===== src/rtl/ram_pkg.sv =====
// Shared RAM command types and data-path widths for the ram block and its arbiter.
package ram_pkg;

  localparam int unsigned ADDRW      = 17;
  localparam int unsigned QUAD_WIDTH = 64;
  localparam int unsigned LONG_WIDTH = 32;

  typedef enum logic [1:0] {
    RAM_NOP   = 2'd0,
    RAM_LOAD  = 2'd1,
    RAM_STORE = 2'd2
  } ram_op_t;

  typedef enum logic [1:0] {
    RAM_BYTE = 2'd0,
    RAM_WORD = 2'd1,
    RAM_LONG = 2'd2,
    RAM_QUAD = 2'd3
  } ram_size_t;

endpackage


===== src/rtl/ram_arbiter_if.sv =====
// Bundle of the fetch port, data port and RAM-side port of ram_arbiter.
// slave: the arbiter's view. master: requesters plus the RAM.
interface ram_arbiter_if;
  import ram_pkg::*;

  // fetch port
  logic                  i_req;
  logic [ADDRW-1:0]      i_addr;
  logic                  i_gnt;
  logic                  i_rvalid;
  logic [LONG_WIDTH-1:0] i_rdata;
  logic                  i_err;

  // data port
  logic                  d_req;
  ram_op_t               d_op;
  ram_size_t             d_size;
  logic [ADDRW-1:0]      d_addr;
  logic [QUAD_WIDTH-1:0] d_wdata;
  logic                  d_gnt;
  logic                  d_rvalid;
  logic [QUAD_WIDTH-1:0] d_rdata;
  logic                  d_err;

  // RAM side
  ram_op_t               ram_op;
  ram_size_t             ram_size;
  logic [ADDRW-1:0]      ram_addr;
  logic [QUAD_WIDTH-1:0] ram_data_in;
  logic [QUAD_WIDTH-1:0] ram_data_out;

  logic                  busy;

  modport slave (
    input  i_req, i_addr,
    output i_gnt, i_rvalid, i_rdata, i_err,
    input  d_req, d_op, d_size, d_addr, d_wdata,
    output d_gnt, d_rvalid, d_rdata, d_err,
    output ram_op, ram_size, ram_addr, ram_data_in,
    input  ram_data_out,
    output busy
  );

  modport master (
    output i_req, i_addr,
    input  i_gnt, i_rvalid, i_rdata, i_err,
    output d_req, d_op, d_size, d_addr, d_wdata,
    input  d_gnt, d_rvalid, d_rdata, d_err,
    input  ram_op, ram_size, ram_addr, ram_data_in,
    output ram_data_out,
    input  busy
  );

endinterface


===== src/rtl/ram_arbiter.sv =====
// Two-port arbiter/sequencer sharing the single 64-bit RAM port between
// instruction fetch (long loads) and the data port (all sizes, load/store).
// One RAM op per grant; response registered two cycles after the grant.
// Misaligned accesses get an error response without touching the RAM.
// Optional: define RAM_ARB_RR_EN for round-robin arbitration instead of
// fixed data-port priority.
module ram_arbiter
  import ram_pkg::*;
(
  input  logic          clk,
  input  logic          rst,
  ram_arbiter_if.slave  bus
);

  typedef enum logic {
    S_IDLE = 1'b0,
    S_WAIT = 1'b1
  } state_t;

  state_t                state;
  state_t                state_n;
  logic                  owner_d;      // 1: data port owns the in-flight op
  logic                  owner_d_n;
  logic                  owner_st;     // in-flight data op is a store
  logic                  owner_st_n;

  logic                  i_rvalid_n;
  logic                  i_err_n;
  logic [LONG_WIDTH-1:0] i_rdata_n;
  logic                  d_rvalid_n;
  logic                  d_err_n;
  logic [QUAD_WIDTH-1:0] d_rdata_n;

  logic                  d_elig;
  logic                  pick_d;
  logic                  d_aligned;
  logic                  i_aligned;

  // Natural alignment check on the low address bits.
  function automatic logic is_aligned(input ram_size_t size, input logic [2:0] lo);
    logic ok;
    case (size)
      RAM_QUAD: ok = (lo == 3'b000);
      RAM_LONG: ok = (lo[1:0] == 2'b00);
      RAM_WORD: ok = (lo[0] == 1'b0);
      default:  ok = 1'b1;
    endcase
    return ok;
  endfunction

  assign d_elig    = bus.d_req && ((bus.d_op == RAM_LOAD) || (bus.d_op == RAM_STORE));
  assign d_aligned = is_aligned(bus.d_size, bus.d_addr[2:0]);
  assign i_aligned = is_aligned(RAM_LONG, bus.i_addr[2:0]);
  assign bus.busy  = (state == S_WAIT);

`ifdef RAM_ARB_RR_EN
  logic last_d;  // 1: data port won the most recent grant

  // Track the last winner, misaligned grants included.
  always_ff @(posedge clk or posedge rst) begin
    if (rst) begin
      last_d <= 1'b0;
    end else if (bus.i_gnt || bus.d_gnt) begin
      last_d <= bus.d_gnt;
    end
  end

  assign pick_d = d_elig && !(bus.i_req && last_d);
`else
  assign pick_d = d_elig;
`endif

  // State, ownership and registered responses.
  always_ff @(posedge clk or posedge rst) begin
    if (rst) begin
      state        <= S_IDLE;
      owner_d      <= 1'b0;
      owner_st     <= 1'b0;
      bus.i_rvalid <= 1'b0;
      bus.i_err    <= 1'b0;
      bus.i_rdata  <= '0;
      bus.d_rvalid <= 1'b0;
      bus.d_err    <= 1'b0;
      bus.d_rdata  <= '0;
    end else begin
      state        <= state_n;
      owner_d      <= owner_d_n;
      owner_st     <= owner_st_n;
      bus.i_rvalid <= i_rvalid_n;
      bus.i_err    <= i_err_n;
      bus.i_rdata  <= i_rdata_n;
      bus.d_rvalid <= d_rvalid_n;
      bus.d_err    <= d_err_n;
      bus.d_rdata  <= d_rdata_n;
    end
  end

  // Arbitration, RAM command drive and next response.
  always_comb begin
    state_n         = state;
    owner_d_n       = owner_d;
    owner_st_n      = owner_st;
    bus.i_gnt       = 1'b0;
    bus.d_gnt       = 1'b0;
    bus.ram_op      = RAM_NOP;
    bus.ram_size    = RAM_BYTE;
    bus.ram_addr    = '0;
    bus.ram_data_in = '0;
    i_rvalid_n      = 1'b0;
    i_err_n         = 1'b0;
    i_rdata_n       = '0;
    d_rvalid_n      = 1'b0;
    d_err_n         = 1'b0;
    d_rdata_n       = '0;

    case (state)
      S_IDLE: begin
        if (!rst) begin
          if (pick_d) begin
            bus.d_gnt  = 1'b1;
            owner_d_n  = 1'b1;
            owner_st_n = (bus.d_op == RAM_STORE);
            if (d_aligned) begin
              bus.ram_op      = bus.d_op;
              bus.ram_size    = bus.d_size;
              bus.ram_addr    = bus.d_addr;
              bus.ram_data_in = bus.d_wdata;
              state_n         = S_WAIT;
            end else begin
              d_rvalid_n = 1'b1;
              d_err_n    = 1'b1;
            end
          end else if (bus.i_req) begin
            bus.i_gnt  = 1'b1;
            owner_d_n  = 1'b0;
            owner_st_n = 1'b0;
            if (i_aligned) begin
              bus.ram_op   = RAM_LOAD;
              bus.ram_size = RAM_LONG;
              bus.ram_addr = bus.i_addr;
              state_n      = S_WAIT;
            end else begin
              i_rvalid_n = 1'b1;
              i_err_n    = 1'b1;
            end
          end
        end
      end

      S_WAIT: begin
        // RAM output reflects the address registered at the grant edge.
        state_n = S_IDLE;
        if (owner_d) begin
          d_rvalid_n = 1'b1;
          d_rdata_n  = owner_st ? '0 : bus.ram_data_out;
        end else begin
          i_rvalid_n = 1'b1;
          i_rdata_n  = bus.ram_data_out[LONG_WIDTH-1:0];
        end
      end

      default: state_n = S_IDLE;
    endcase
  end

endmodule


===== src/flat_wrapper.sv =====
// flat-port wrapper written by rule: the top's interface ports become plain ports
module ram_arbiter_flat import ram_pkg::*;
  (clk, rst, bus_i_req, bus_i_addr, bus_i_gnt, bus_i_rvalid, bus_i_rdata, bus_i_err, bus_d_req, bus_d_op, bus_d_size, bus_d_addr, bus_d_wdata, bus_d_gnt, bus_d_rvalid, bus_d_rdata, bus_d_err, bus_ram_op, bus_ram_size, bus_ram_addr, bus_ram_data_in, bus_ram_data_out, bus_busy);
  ram_arbiter_if bus_i ();
  input  logic clk;
  input  logic rst;
  input wire logic [$bits(bus_i.i_req)-1:0] bus_i_req;
  input wire logic [$bits(bus_i.i_addr)-1:0] bus_i_addr;
  output wire logic [$bits(bus_i.i_gnt)-1:0] bus_i_gnt;
  output wire logic [$bits(bus_i.i_rvalid)-1:0] bus_i_rvalid;
  output wire logic [$bits(bus_i.i_rdata)-1:0] bus_i_rdata;
  output wire logic [$bits(bus_i.i_err)-1:0] bus_i_err;
  input wire logic [$bits(bus_i.d_req)-1:0] bus_d_req;
  input wire logic [$bits(bus_i.d_op)-1:0] bus_d_op;
  input wire logic [$bits(bus_i.d_size)-1:0] bus_d_size;
  input wire logic [$bits(bus_i.d_addr)-1:0] bus_d_addr;
  input wire logic [$bits(bus_i.d_wdata)-1:0] bus_d_wdata;
  output wire logic [$bits(bus_i.d_gnt)-1:0] bus_d_gnt;
  output wire logic [$bits(bus_i.d_rvalid)-1:0] bus_d_rvalid;
  output wire logic [$bits(bus_i.d_rdata)-1:0] bus_d_rdata;
  output wire logic [$bits(bus_i.d_err)-1:0] bus_d_err;
  output wire logic [$bits(bus_i.ram_op)-1:0] bus_ram_op;
  output wire logic [$bits(bus_i.ram_size)-1:0] bus_ram_size;
  output wire logic [$bits(bus_i.ram_addr)-1:0] bus_ram_addr;
  output wire logic [$bits(bus_i.ram_data_in)-1:0] bus_ram_data_in;
  input wire logic [$bits(bus_i.ram_data_out)-1:0] bus_ram_data_out;
  output wire logic [$bits(bus_i.busy)-1:0] bus_busy;
  assign bus_i.i_req = bus_i_req;
  assign bus_i.i_addr = bus_i_addr;
  assign bus_i_gnt = bus_i.i_gnt;
  assign bus_i_rvalid = bus_i.i_rvalid;
  assign bus_i_rdata = bus_i.i_rdata;
  assign bus_i_err = bus_i.i_err;
  assign bus_i.d_req = bus_d_req;
  assign bus_i.d_op = bus_d_op;
  assign bus_i.d_size = bus_d_size;
  assign bus_i.d_addr = bus_d_addr;
  assign bus_i.d_wdata = bus_d_wdata;
  assign bus_d_gnt = bus_i.d_gnt;
  assign bus_d_rvalid = bus_i.d_rvalid;
  assign bus_d_rdata = bus_i.d_rdata;
  assign bus_d_err = bus_i.d_err;
  assign bus_ram_op = bus_i.ram_op;
  assign bus_ram_size = bus_i.ram_size;
  assign bus_ram_addr = bus_i.ram_addr;
  assign bus_ram_data_in = bus_i.ram_data_in;
  assign bus_i.ram_data_out = bus_ram_data_out;
  assign bus_busy = bus_i.busy;
  ram_arbiter u_core (.clk(clk), .rst(rst), .bus(bus_i));
endmodule

===== config.mk =====
export PLATFORM = sky130hd
export DESIGN_NAME = ram_arbiter_flat
export DESIGN_NICKNAME = d
export VERILOG_FILES = /design/src/rtl/ram_pkg.sv /design/src/rtl/ram_arbiter_if.sv /design/src/rtl/ram_arbiter.sv /design/src/flat_wrapper.sv
export SDC_FILE = /design/constraint.sdc
export NUM_CORES = 1
export LEC_CHECK = 0
export BUFFER_PORTS_ARGS = -buffer_cell sky130_fd_sc_hd__buf_2
export CORE_AREA = 2 2 141 143
export DETAILED_ROUTE_END_ITERATION = 10
export DIE_AREA = 0 0 143 145
export GPL_TIMING_DRIVEN = 0
export PLACE_DENSITY_LB_ADDON = 0.1
export SYNTH_ARGS = -nofsm -noshare
export SYNTH_HDL_FRONTEND = slang
export SYNTH_SLANG_ARGS = --single-unit

===== constraint.sdc =====
create_clock -name clk -period 3.5 [get_ports clk]
set_clock_uncertainty 0.15 [all_clocks]
set_input_delay 0.35 -clock clk [delete_from_list [all_inputs] [get_ports clk]]
set_output_delay 0.35 -clock clk [all_outputs]
set_load 0.05 [all_outputs]

==> impl_metrics.env <==
export IMPL_status="complete, no violations"
export IMPL_ios=358
export IMPL_dp_hpwl_mm=13.0
export IMPL_syn_num_nets=528
export IMPL_floorplan_die_area_mm2=0.0207
export IMPL_placed_area_mm2=0.00635
export IMPL_portBuffers=357
export IMPL_postSynthAreaPerCell_um2=11.8
export IMPL_cp_start_kind="input pin"
export IMPL_rsz0062_at_grt="false"
export IMPL_whs_endpoint="u_core.bus.d_rdata[55]"
export IMPL_seq_area_mm2=0.00258
export IMPL_path_buf_inv=5
export IMPL_syn_area_mm2=0.00420
export IMPL_path_max_fanout=10
export IMPL_min_path_type="in2reg"
export IMPL_grt_pass1_wl_mm=23.8
export IMPL_critPathKind="in2out"
export IMPL_path_cells="dlygate4sd3_1 -> buf_2 -> nor2_1 -> nand2_4 -> inv_4 -> buf_4 -> o22ai_1 -> a211oi_1 -> buf_2"
export IMPL_nNetsFinal=898
export IMPL_initial_core_util_pct=21.9
export IMPL_syn2layout_area_growth_pct=58.1
export IMPL_antenna_found_initial=0
export IMPL_synth_mux_area_share_pct=0
export IMPL_final_area_mm2=0.00664
export IMPL_grt_max_degree=59
export IMPL_syn_inst=357
export IMPL_critPathCaptureType="primary output"
export IMPL_rr_worst_depth=4
export IMPL_critPathSlowestCell="dlygate4sd3_1"
export IMPL_num_fill_cells=2045
export IMPL_avgRoutedWirePerCell_um=16.0
export IMPL_layout_common_cells="360 x buf_2, 163 x and2_1, 103 x dfrtp_1"
export IMPL_slew_viol_final=0
export IMPL_cp_common_cell="buf_2"
export IMPL_cts_buffer_depth=2
export IMPL_setup_viol=0
export IMPL_synth_top_area_share_pct=61.4
export IMPL_synthTopCellsByArea="dfrtp_1 61%, and2_1 24%, a211oi_1 2.9%"
export IMPL_grt_pass1_vias=4199
export IMPL_cap_violations=0
export IMPL_synth_simple_gate_area_share_pct=26.6
export IMPL_grtUsageTotal_pct=15.1
export IMPL_seq_area_frac_synth_pct=61.4
export IMPL_rows=51
export IMPL_leakagePower_nw=4.00
export IMPL_clock_latency_ns=0.34
export IMPL_ant_nets=0
export IMPL_drt_pass1_iterations=4
export IMPL_max_freq_mhz=321
export IMPL_htree_levels=3
export IMPL_synth_xor_area_share_pct=0
export IMPL_slowest_delay_ns=0.55
export IMPL_hold_depth=2
export IMPL_reg2reg_from="u_core.bus.busy"
export IMPL_reg2reg_to="u_core.bus.d_rdata[17]"
export IMPL_core_mm2=0.0192
export IMPL_cts_made_buffers=9
export IMPL_reg2reg_slack_ns=1.68
export IMPL_powerDensity_mw_per_mm2=420
export IMPL_gp_congestion=0.825
export IMPL_drc=0
export IMPL_synth_seq_cells=103
export IMPL_fin_crit_sh_pct=89.0
export IMPL_num_antenna_cells=0
export IMPL_drt_initial_drc_count=141
export IMPL_hp_start="bus_ram_data_out[55]"
export IMPL_final_common_cell="buf_2"
export IMPL_arrival_ns=2.62
export IMPL_synth_cell_types=32
export IMPL_clockRootBuffer="clkbuf_16"
export IMPL_clock_sinks=103
export IMPL_irDropWorstVdd_uv=177
export IMPL_post_cts_repair_setup_buffers=0
export IMPL_synth_top_family_by_area="simple AND/OR/NAND/NOR gates"
export IMPL_hold_viol_final=0
export IMPL_worst_slew_pin_slew_ns=0.622
export IMPL_ys_warn_count=0
export IMPL_die_width_um=143
export IMPL_viasPerCell=3.93
export IMPL_cp_startpoint="rst"
export IMPL_cts_tree="done"
export IMPL_worst_ep_required_time_ns=3.00
export IMPL_vias=3923
export IMPL_yosys_area_top_type="dfrtp_1"
export IMPL_multiInputGateArea_mm2=0.00145
export IMPL_drive_gt1_share_pct=54.1
export IMPL_cts_clk_slew_worst_paths_ns=0.07
export IMPL_crit_family="buffers and inverters"
export IMPL_final_setup_worst_slack_ns=0.384
export IMPL_dp_slack_ns=0.640
export IMPL_max_slew_margin_pct=58.6
export IMPL_totalWireLength_mm=16.0
export IMPL_grt_ovfl_total=0
export IMPL_die_height_um=145
export IMPL_synth_compound_area_share_pct=7.48
export IMPL_synth_adder_area_share_pct=0.298
export IMPL_finalCriticalPeriod_ns=3.12
==> final cells by class <==
cell class | count | area share (%)
Clock inverter | 5 | 0.622
Timing Repair Buffer | 359 | 27.5
Tap cell | 265 | 4.99
Clock buffer | 11 | 3.65
Buffer | 24 | 2.35
Sequential cell | 103 | 38.8
Multi-Input combinational cell | 225 | 21.8
Inverter | 5 | 0.358
==> metal layers <==
| layer | track usage [%] | vias to the layer above | wire [µm] |
|---|---|---|---|
| li1 | - | 1881 | - |
| met1 | 16.2 | 1812 | 5980 |
| met2 | 28.1 | 213 | 8390 |
| met3 | 4.62 | 17 | 1380 |
| met4 | 4.41 | 0 | 239 |
| met5 | 0 | - | 0 |
==> state kept, by name, summed over array words and instances, names as in the netlist <==
signal / flops
u_core.owner_d: 1
u_core.bus.busy: 1
u_core.bus.i_err: 1
u_core.owner_st: 1
u_core.bus.i_rdata: 32
u_core.bus.d_rvalid: 1
u_core.bus.d_err: 1
u_core.bus.i_rvalid: 1
u_core.bus.d_rdata: 64
==> cell usage after synthesis (all sizes together) <==
cell    instances
nand2b          1
nor3            1
o211a           1
and2          163
ha              1
o21ai           2
nand2           4
dfrtp         103
nor3b           1
inv             5
o211ai          1
o21bai          1
nor4b           1
buf            12
a21o            1
a31oi           1
a22o            2
a21oi           5
clkbuf         12
a211oi         16
nor2            7
nor2b           2
o22ai          14
==> report_power, final <==
part           total (mW)  switching [mW]  leakage [nW]  internal, mW
sequential           1.24          0.0133          1.42          1.23
clock               0.961           0.451         0.138         0.510
combinational       0.585           0.411          2.43         0.174
==> per-stage QoR <==
step	TNS (ns)	util [%]	cells	power (mW)	hold slack, ns
floorplan	0	-	357	1.64	0.329
global placement	-101.29	32.9	979	1.85	0.358
detailed placement	0	33.1	980	1.86	0.356
CTS	0	34.6	997	2.85	0.0416
global route	0	34.6	997	2.93	0.0447
finish	0	34.6	997	2.79	0.0599
==> worst max path at each step <==
| stage | end | slack [ns] | cells after the start |
|---|---|---|---|
| after CTS | bus_ram_addr[9] | 0.31 | 7 |
| after floorplan | u_core.bus.busy | 0.30 | 1 |
| after detailed placement | bus_ram_addr[9] | 0.64 | 11 |
| final | bus_ram_addr[4] | 0.38 | 9 |
| after global placement | u_core.bus.d_rdata[62] | -0.99 | 2 |
| after global routing | bus_ram_addr[9] | 0.28 | 7 |
==> kinds of logic (layout without fill, tap and decap cells) <==
group	count (synthesis)	after routing
and+or+nand+nor	180	180
DFF	103	103
AOI/OAI and AO/OA	44	44
buffers and inverters	29	404
adders and majority gates	1	1
==> repair_timing <==
action	CTS	global route
gates resized for setup	0	0
endpoints found under the hold margin	45	0
hold buffers	1	0
Note: power is estimated with default switching activity, not from simulation.
